## src/rtl/multicycle_controller.sv

```systemverilog
// -----------------------------------------------------------------------------
// multicycle_controller
//
// Moore-style control FSM for a multicycle RV32I datapath.
// It sequences one instruction at a time through the datapath, which has a
// PC, IR, OldPC, register file, ALU, ALUOut, Data register and a shared
// instruction/data memory.
//
// Supported instructions: lw, sw, R-type ALU, I-type ALU, beq/bne/blt/bge,
// jal, jalr and lui.
//
// Ports
//   clk        : rising-edge clock
//   rst        : asynchronous active-high reset (state -> FETCH)
//   op         : instruction[6:0] from IR
//   funct3     : instruction[14:12]
//   funct7b5   : instruction[30]
//   zero, neg  : ALU flags, consumed combinationally in BRANCH
//   PCWrite, IRWrite, MemWrite, RegWrite : datapath write enables
//   AdrSrc     : memory address select   (0 PC, 1 Result)
//   ALUSrcA    : ALU A select            (00 PC, 01 OldPC, 10 RD1)
//   ALUSrcB    : ALU B select            (00 RD2, 01 ImmExt, 10 const 4)
//   ResultSrc  : result select           (00 ALUOut, 01 Data, 10 ALUResult, 11 ImmExt)
//   ALUControl : 000 add, 001 sub, 010 and, 011 or, 100 xor, 101 slt
//   ImmSrc     : 000 I, 001 S, 010 B, 011 J, 100 U (decoded from op only)
//   instr_done : one-cycle pulse in an instruction's final state
//   illegal_op : one-cycle pulse in DECODE for an unsupported encoding
// -----------------------------------------------------------------------------
module multicycle_controller (
   input  logic       clk,
   input  logic       rst,
   input  logic [6:0] op,
   input  logic [2:0] funct3,
   input  logic       funct7b5,
   input  logic       zero,
   input  logic       neg,
   output logic       PCWrite,
   output logic       IRWrite,
   output logic       MemWrite,
   output logic       RegWrite,
   output logic       AdrSrc,
   output logic [1:0] ALUSrcA,
   output logic [1:0] ALUSrcB,
   output logic [1:0] ResultSrc,
   output logic [2:0] ALUControl,
   output logic [2:0] ImmSrc,
   output logic       instr_done,
   output logic       illegal_op
);

   localparam logic [6:0] OP_LW   = 7'b0000011;
   localparam logic [6:0] OP_SW   = 7'b0100011;
   localparam logic [6:0] OP_R    = 7'b0110011;
   localparam logic [6:0] OP_I    = 7'b0010011;
   localparam logic [6:0] OP_BR   = 7'b1100011;
   localparam logic [6:0] OP_JAL  = 7'b1101111;
   localparam logic [6:0] OP_JALR = 7'b1100111;
   localparam logic [6:0] OP_LUI  = 7'b0110111;

   localparam logic [2:0] ALU_ADD = 3'b000;
   localparam logic [2:0] ALU_SUB = 3'b001;
   localparam logic [2:0] ALU_AND = 3'b010;
   localparam logic [2:0] ALU_OR  = 3'b011;
   localparam logic [2:0] ALU_XOR = 3'b100;
   localparam logic [2:0] ALU_SLT = 3'b101;

   typedef enum logic [3:0] {
      S_FETCH, S_DECODE, S_MEMADR, S_MEMREAD, S_MEMWB, S_MEMWRITE,
      S_EXECR, S_EXECI, S_ALUWB, S_BRANCH, S_JALR, S_JAL, S_LUI
   } state_t;

   state_t state_reg;
   state_t state_next;

   logic   decode_ok;
   logic   alu_f3_ok;
   logic   br_f3_ok;
   logic   br_taken;
   logic [2:0] exec_alu;

   // Encoding legality, evaluated against the IR fields held during DECODE.
   always_comb begin
      alu_f3_ok = (funct3 == 3'b000) || (funct3 == 3'b010) || (funct3 == 3'b100) ||
                  (funct3 == 3'b110) || (funct3 == 3'b111);
      br_f3_ok  = (funct3 == 3'b000) || (funct3 == 3'b001) ||
                  (funct3 == 3'b100) || (funct3 == 3'b101);
      case (op)
         OP_LW, OP_SW, OP_JAL, OP_JALR, OP_LUI: decode_ok = 1'b1;
         OP_R, OP_I:                            decode_ok = alu_f3_ok;
         OP_BR:                                 decode_ok = br_f3_ok;
         default:                               decode_ok = 1'b0;
      endcase
   end

   // ALU operation for EXECR/EXECI. funct7b5 selects sub only for
   // register-register operations; the I-type immediate overlaps that bit.
   always_comb begin
      case (funct3)
         3'b000:  exec_alu = (state_reg == S_EXECR && funct7b5) ? ALU_SUB : ALU_ADD;
         3'b010:  exec_alu = ALU_SLT;
         3'b100:  exec_alu = ALU_XOR;
         3'b110:  exec_alu = ALU_OR;
         3'b111:  exec_alu = ALU_AND;
         default: exec_alu = ALU_ADD;
      endcase
   end

   // Branch condition from the subtract flags of the current BRANCH cycle.
   always_comb begin
      case (funct3)
         3'b000:  br_taken = zero;
         3'b001:  br_taken = ~zero;
         3'b100:  br_taken = neg;
         3'b101:  br_taken = ~neg;
         default: br_taken = 1'b0;
      endcase
   end

   // State register
   always_ff @(posedge clk or posedge rst) begin
      if (rst) begin
         state_reg <= S_FETCH;
      end else begin
         state_reg <= state_next;
      end
   end

   // Next-state logic
   always_comb begin
      state_next = S_FETCH;
      case (state_reg)
         S_FETCH:  state_next = S_DECODE;
         S_DECODE: begin
            if (!decode_ok) begin
               state_next = S_FETCH;
            end else begin
               case (op)
                  OP_LW, OP_SW: state_next = S_MEMADR;
                  OP_R:         state_next = S_EXECR;
                  OP_I:         state_next = S_EXECI;
                  OP_BR:        state_next = S_BRANCH;
                  OP_JAL:       state_next = S_JAL;
                  OP_JALR:      state_next = S_JALR;
                  OP_LUI:       state_next = S_LUI;
                  default:      state_next = S_FETCH;
               endcase
            end
         end
         S_MEMADR:   state_next = (op == OP_LW) ? S_MEMREAD : S_MEMWRITE;
         S_MEMREAD:  state_next = S_MEMWB;
         S_MEMWB:    state_next = S_FETCH;
         S_MEMWRITE: state_next = S_FETCH;
         S_EXECR:    state_next = S_ALUWB;
         S_EXECI:    state_next = S_ALUWB;
         S_ALUWB:    state_next = S_FETCH;
         S_BRANCH:   state_next = S_FETCH;
         // jalr computes rs1+imm into ALUOut, then reuses JAL to load the PC
         // and ALUWB to write the link address.
         S_JALR:     state_next = S_JAL;
         S_JAL:      state_next = S_ALUWB;
         S_LUI:      state_next = S_FETCH;
         default:    state_next = S_FETCH;
      endcase
   end

   // Output logic
   always_comb begin
      PCWrite    = 1'b0;
      IRWrite    = 1'b0;
      MemWrite   = 1'b0;
      RegWrite   = 1'b0;
      AdrSrc     = 1'b0;
      ALUSrcA    = 2'b00;
      ALUSrcB    = 2'b00;
      ResultSrc  = 2'b00;
      ALUControl = ALU_ADD;
      instr_done = 1'b0;
      illegal_op = 1'b0;

      case (op)
         OP_SW:   ImmSrc = 3'b001;
         OP_BR:   ImmSrc = 3'b010;
         OP_JAL:  ImmSrc = 3'b011;
         OP_LUI:  ImmSrc = 3'b100;
         default: ImmSrc = 3'b000;
      endcase

      case (state_reg)
         S_FETCH: begin
            IRWrite   = 1'b1;
            ALUSrcB   = 2'b10;
            ResultSrc = 2'b10;
            PCWrite   = 1'b1;
         end
         S_DECODE: begin
            // OldPC + ImmExt -> ALUOut: branch/jal target ready in advance.
            ALUSrcA    = 2'b01;
            ALUSrcB    = 2'b01;
            illegal_op = ~decode_ok;
         end
         S_MEMADR: begin
            ALUSrcA = 2'b10;
            ALUSrcB = 2'b01;
         end
         S_MEMREAD: begin
            AdrSrc = 1'b1;
         end
         S_MEMWB: begin
            ResultSrc  = 2'b01;
            RegWrite   = 1'b1;
            instr_done = 1'b1;
         end
         S_MEMWRITE: begin
            AdrSrc     = 1'b1;
            MemWrite   = 1'b1;
            instr_done = 1'b1;
         end
         S_EXECR: begin
            ALUSrcA    = 2'b10;
            ALUControl = exec_alu;
         end
         S_EXECI: begin
            ALUSrcA    = 2'b10;
            ALUSrcB    = 2'b01;
            ALUControl = exec_alu;
         end
         S_ALUWB: begin
            RegWrite   = 1'b1;
            instr_done = 1'b1;
         end
         S_BRANCH: begin
            ALUSrcA    = 2'b10;
            ALUControl = ALU_SUB;
            PCWrite    = br_taken;
            instr_done = 1'b1;
         end
         S_JALR: begin
            ALUSrcA = 2'b10;
            ALUSrcB = 2'b01;
         end
         S_JAL: begin
            // PC <- ALUOut (target) while ALU forms OldPC+4 for the link.
            ALUSrcA = 2'b01;
            ALUSrcB = 2'b10;
            PCWrite = 1'b1;
         end
         S_LUI: begin
            ResultSrc  = 2'b11;
            RegWrite   = 1'b1;
            instr_done = 1'b1;
         end
         default: begin
            PCWrite = 1'b0;
         end
      endcase

      // While reset is held, no write may occur and selects show FETCH values.
      if (rst) begin
         PCWrite    = 1'b0;
         IRWrite    = 1'b0;
         MemWrite   = 1'b0;
         RegWrite   = 1'b0;
         instr_done = 1'b0;
         illegal_op = 1'b0;
         AdrSrc     = 1'b0;
         ALUSrcA    = 2'b00;
         ALUSrcB    = 2'b10;
         ResultSrc  = 2'b10;
         ALUControl = ALU_ADD;
      end
   end

endmodule

```

## config.mk

```make
export PLATFORM = sky130hd
export DESIGN_NAME = multicycle_controller
export DESIGN_NICKNAME = d
export VERILOG_FILES = /design/src/rtl/multicycle_controller.sv
export SDC_FILE = /design/constraint.sdc
export NUM_CORES = 1
export LEC_CHECK = 0
export CAP_MARGIN = 20
export CORE_MARGIN = 3
export CORE_UTILIZATION = 35
export DETAILED_ROUTE_END_ITERATION = 10
export PLACE_DENSITY = 0.7
export SYNTH_ARGS = -nofsm -noshare
export SYNTH_HDL_FRONTEND = slang
export SYNTH_SLANG_ARGS = --single-unit
```

## constraint.sdc

```tcl
create_clock -name clk -period 5 [get_ports clk]
set_input_delay 1.25 -clock clk [delete_from_list [all_inputs] [get_ports clk]]
set_output_delay 1.25 -clock clk [all_outputs]
set_load 0.01 [all_outputs]
```

==> reports/qor.yml, run 1 <==
yosysWarnings: 0
rsz0062_at_grt: "false"
post_cts_resized: 0
dp_hpwl_um: 1667
synth_compound_gate_area_share_pct: 26.24
hold_end: "state_reg[0]"
grt_pass1_wl_um: 3615
route.detailed.drc: 0
status: "completed"
min_path_cells: 1
dieArea_mm2: 0.002668
p_int_mw: 0.1023
tightest_slew_ns: 0.3916
min_period_ns: 4.636
cp_common_cell: "clkdlybuf4s50_1"
ys_ff_latch: 4
num_io_pins: 34
fmax_mhz: 215.7
h-tree-depth: 1
hold_path_class: "flop to flop"
start_util_pct: 39.66
p_leak_nw: 0.4077
coreArea_mm2: 0.001839
yosysSeqAreaShare_pct: 13.72
final_cell_mix: "33 x clkdlybuf4s50_1, 9 x nand2_1, 9 x nor2_1"
routed_wirelength_um: 2068
syn_to_final_growth_pct: 45.63
dr_total_vias: 852
ir_drop_uv: 71.30
antenna_found_initial: 0
reg2reg_from: "state_reg[1]"
synthXorXnorAreaFrac_pct: 6.003
fin_crit_sh_pct: 92.73
crit_type: "primary input to output port"
worst-r2r-setup-slack_ns: 3.59
fin_skew_ns: 0.0001740
setup_viol: 0
wl_per_cell_um: 13.52
cp_num_buf_inv: 2
worst-r2r-cell-count: 4
globalplace.congestion: 0.8274
cpLargestDelayFamily: "buffers and inverters"
synthSimpleGateAreaFrac_pct: 43.57
maxSlewHeadroom_pct: 73.22
seqPwrFrac_pct: 26.7
diodes: 0
min-delay-start: "state_reg[2]"
post-cts-setup-buffers: 0
critPathRequiredTime_ns: 3.75
end_kind: "output port"
cp.arrival_ns: 3.39
fillers: 190
p_sw_mw: 0.05334
syn_inst: 100
cp_max_fo: 10
p_per_area_mw_per_mm2: 146.5
grt_max_degree: 14
synth-edff-count: 0
clkSlewWorstSetupHoldPaths_ns: 0.04
portBuffers: 33
largest_reg_flops: 4
syn-num-nets: 115
rows: 15
crit_path_start_kind: "primary input"
synth_top_family_by_area: "simple AND/OR/NAND/NOR gates"
drtPass1Iterations: 4
max_stage_delay_ns: 0.66
drive_gt1_share_pct: 10.16
async_flop_share_pct: 100.0
synth_cell_types: 44
chipWidth_um: 51.65
maxCapViolCount: 0
final_common_cell: "clkdlybuf4s50_1"
clk_latency_ns: 0.23
critPathSlowestCell: "clkdlybuf4s50_1"
via_per_inst: 5.569
avgSynthCellArea_um2: 7.295
grt.total_usage_pct: 17.35
wl_met2_um: 1015
maxSlewViolCount: 0
synthAdderAreaFrac_pct: 0
fp.dieH_um: 51.65
p_clk_share_pct: 24.5
rr_endpoint: "state_reg[0]"
final_nets: 145
clockRootBuffer: "clkbuf_4"
fin_setup_tns_ns: 0
clock_path_buffers: 2
grt_pass1_vias: 862
cts_tree: "yes"
syn_area_um2: 729.5
synthFlopType: "dfrtp_1"
clkSinkCount: 4
routed.top_layer: "met4"
wl_met3_um: 125
cts_buffers: 3
postCtsHoldBufs: 0
pwr-share-comb_pct: 48.9
final-hold-violation-count: 0
power.share.switching_pct: 34.26
yosys-mux-area-fraction_pct: 1.372
cp_cell_sequence: "clkdlybuf4s50_1 -> and3b_1 -> o211a_1 -> nor3_2 -> nor3b_1 -> clkdlybuf4s50_1"
grt_overflow: 0
ant_nets: 0
drt_iter0_drc: 26
fin_hold_ws_ns: 0.6891
drt-met1-wl_um: 907
[worst max-delay path by stage]
stage,start,end,slack [ns],cells past startpoint
after floorplan,op[2],illegal_op,1.46,5
after global placement,op[6],illegal_op,0.41,6
after detailed placement,op[6],illegal_op,0.39,6
after CTS,op[6],illegal_op,0.38,6
after global routing,op[4],illegal_op,0.20,6
final,op[6],illegal_op,0.36,6
[kinds of logic (layout without fill, tap and decap cells)]
kind of cell           after synthesis  after routing
AND/OR/NAND/NOR                     54             54
AO/OA/AOI/OAI                       24             24
buffers and inverters               12             40
XOR/XNOR                             5              5
flip-flops                           4              4
multiplexers                         1              1
[worst register-to-register path, cell delays in order (launching register included)]
cell      delay, ns
dfrtp_1        0.52
inv_1          0.22
and3_1         0.21
o311ai_1       0.12
a221oi_2       0.24
[power by group through the flow]
stage / clock network, mW / logic [mW] / registers [mW]
global placement: 0 / 0.0742 / 0.0421
floorplan: 0 / 0.0473 / 0.0364
detailed placement: 0 / 0.0760 / 0.0420
finish: 0.0381 / 0.0761 / 0.0415
global route: 0.0394 / 0.0832 / 0.0429
CTS: 0.0388 / 0.0762 / 0.0415
[routing by layer]
layer | vias up | track usage [%]
met2 | 34 | 30.08
li1 | 421 | -
met1 | 393 | 20.56
met4 | 0 | 8.734
met3 | 4 | 2.579
met5 | - | 0
[per-stage QoR]
stage,power [mW],area (um^2),util (%),setup slack [ns],cells
5_1_grt,0.1656,1062,57.76,0.2023,153
2_1_floorplan,0.08370,729.5,-,1.462,100
6_report,0.1557,1062,57.76,0.3635,153
3_3_place_gp,0.1163,1040,56.53,0.4051,150
3_5_place_dp,0.1180,1040,56.53,0.3897,150
4_1_cts,0.1566,1062,57.76,0.3831,153
[synthesized netlist by cell type, types with 3 or more instances]
cell type / n / area [um^2]
nor2_1: 9 / 33.78
and2_1: 4 / 25.02
nand2_1: 9 / 33.78
nor2b_1: 5 / 31.28
xnor2_1: 3 / 26.28
inv_1: 4 / 15.01
and3_1: 3 / 18.77
o21ai_0: 5 / 25.02
nor3_1: 6 / 30.03
a21oi_1: 6 / 30.03
dfrtp_1: 4 / 100.1
[area by class of cell]
class / instances / area, um^2 / share of cell area [%]
flip-flops and latches: 4 / 100.1 / 9.423
inverters: 4 / 15.01 / 1.413
well taps: 25 / 31.28 / 2.945
multi-input cells: 84 / 563.0 / 53.00
clock buffers: 3 / 22.52 / 2.120
repair buffers: 33 / 330.3 / 31.10
No activity file was read; power rests on OpenSTA's default activity.
==> run 2: changes to the inputs <==
==> constraint.sdc (replaced) <==
create_clock -name clk -period 5 [get_ports clk]
set_input_delay 1.5 -clock clk [delete_from_list [all_inputs] [get_ports clk]]
set_output_delay 1.5 -clock clk [all_outputs]
set_load 0.01 [all_outputs]
==> reports/qor.yml, run 2 (synthesis results as in run 1) <==
routed_wirelength_um: 2161  # +4.5%
ant_nets: 0  # unchanged
globalplace.congestion: 0.8809  # +6.5%
pre_cts_ws_ns: 0.02530  # -0.3644 ns
status: "completed"
maxSlewHeadroom_pct: 72.61  # -0.61 points
diodes: 0  # unchanged
rows: 15  # unchanged
timing.final.ws_setup_ns: 0.1461  # -0.2174 ns
portBuffers: 33  # unchanged
crit_type: "primary input to output port"
start_util_pct: 39.66  # unchanged
grt_max_degree: 14  # unchanged
num_io_pins: 34  # unchanged
cts_buffers: 3  # unchanged
drtPass1Iterations: 4  # unchanged
fin_skew_ns: 0.009856  # +0.009682 ns
place_area_mm2: 0.001115  # +7.2%
cts_tree: "yes"
use_met1_pct: 21.25  # +0.70 points
final_common_cell: "clkdlybuf4s50_1"
crit_path_start_kind: "primary input"
dr_total_vias: 870  # +2.1%
tightest_slew_ns: 0.4108  # +0.01925 ns
rsz0062_at_grt: "false"
design_area_mm2: 0.001151  # +8.4%
busiest_layer: "met2"
drive_gt1_share_pct: 17.39  # +7.2 points
fmax_mhz: 206.0  # -4.5%
grt_overflow: 0  # unchanged
grt_pass1_wl_um: 3608  # -0.19%
end_kind: "output port"
clkSlewWorstSetupHoldPaths_ns: 0.03  # about the same
ir_drop_uv: 98.66  # +38%
clkSinkCount: 4  # unchanged
clk_latency_ns: 0.24  # about the same
grt_pass1_vias: 806  # -6.5%
final_cell_mix: "32 x clkdlybuf4s50_1, 10 x buf_4, 9 x nand2_1, 9 x nor2_1"
grt.total_usage_pct: 18.13  # +0.78 points
dp_hpwl_um: 1761  # +5.7%
p_per_area_mw_per_mm2: 143.9  # -1.8%
route.detailed.drc: 0  # unchanged
largest_reg_flops: 4  # unchanged
drt_iter0_drc: 28  # +7.7%
coreArea_mm2: 0.001839  # unchanged
setup_viol: 0  # unchanged
clockRootBuffer: "clkbuf_4"
p_leak_nw: 0.4715  # +16%
maxCapViolCount: 0  # unchanged
maxSlewViolCount: 0  # unchanged
post-cts-setup-buffers: 0  # unchanged
via_per_inst: 5.337  # -4.2%
critPathRequiredTime_ns: 3.50  # -0.25 ns
syn_to_final_growth_pct: 57.80
cp.arrival_ns: 3.35  # -0.04 ns
dieArea_mm2: 0.002668  # unchanged
h-tree-depth: 1  # unchanged
fp.dieH_um: 51.65  # unchanged
cp_max_fo: 5  # -5
clock_path_buffers: 2  # unchanged
wl_per_cell_um: 13.26  # -1.9%
hold_path_class: "flop to flop"
final_nets: 155  # +6.9%
min_period_ns: 4.854  # +0.2174 ns
antenna_found_initial: 0  # unchanged
instances_no_fill: 163  # +6.5%
fin_setup_tns_ns: 0  # unchanged
use_met3_pct: 2.579  # unchanged
dp.cells: 160  # +6.7%
fillers: 171  # -10%
fin_crit_sh_pct: 97.08  # +4.3 points
chipWidth_um: 51.65  # unchanged
final-hold-violation-count: 0  # unchanged
met2_usage_pct: 31.78  # +1.7 points
## run 2: path summary, 6_finish.rpt
path	start	endpoint	slack, ns	cells past startpoint
worst min-delay path	state_reg[2]	state_reg[0]	0.69	1
worst min register to register	state_reg[2]	state_reg[0]	0.69	1
worst max-delay path	op[4]	illegal_op	0.15	6
worst max register to register	state_reg[1]	state_reg[0]	3.56	4
min in group asynchronous	rst	state_reg[3]	1.74	2
max in group asynchronous	rst	state_reg[2]	3.04	2
## run 2: cell type report
cell class / instances / area, um^2 / area share (%)
Clock buffer: 3 / 22.52 / 1.957
Inverter: 4 / 15.01 / 1.304
Multi-Input combinational cell: 84 / 574.3 / 49.89
Sequential cell: 4 / 100.1 / 8.696
Tap cell: 25 / 31.28 / 2.717
Timing Repair Buffer: 43 / 407.9 / 35.43
## run 2: critical path, stage by stage
cell and delay [ns]:
clkdlybuf4s50_1 0.46, and3b_1 0.22, o211a_1 0.27, nor3_4 0.15
nor3b_2 0.19, clkdlybuf4s50_1 0.56
## run 2: routing by layer
| layer | part of all wire, % | wire (um) |
|---|---|---|
| met1 | 43 | 922 |
| met2 | 49 | 1053 |
| met3 | 7.0 | 152 |
| met4 | 1.5 | 33 |
| met5 | 0 | 0 |
## run 2: repair_timing
| item | CTS | global route |
|---|---|---|
| hold buffers | 0 | 0 |
| gates resized for setup | 0 | 3 |
| setup endpoints to repair | 0 | 1 |
## run 2: power breakdown
part,switching [mW],total (mW),internal (mW),leakage (nW)
clock network,0.0142,0.0411,0.0269,0.0138
registers,0.00726,0.0418,0.0345,0.0556
logic,0.0369,0.0828,0.0459,0.402
## run 2: metrics by stage
| stage | utilization (%) | hold WS, ns | power [mW] |
|---|---|---|---|
| after floorplan | - | 0.5950 | 0.08370 |
| after global placement | 60.61 | 0.6546 | 0.1217 |
| after detailed placement | 60.61 | 0.6692 | 0.1240 |
| after CTS | 61.84 | 0.6858 | 0.1659 |
| after global routing | 62.59 | 0.7436 | 0.1763 |
| final | 62.59 | 0.6933 | 0.1656 |
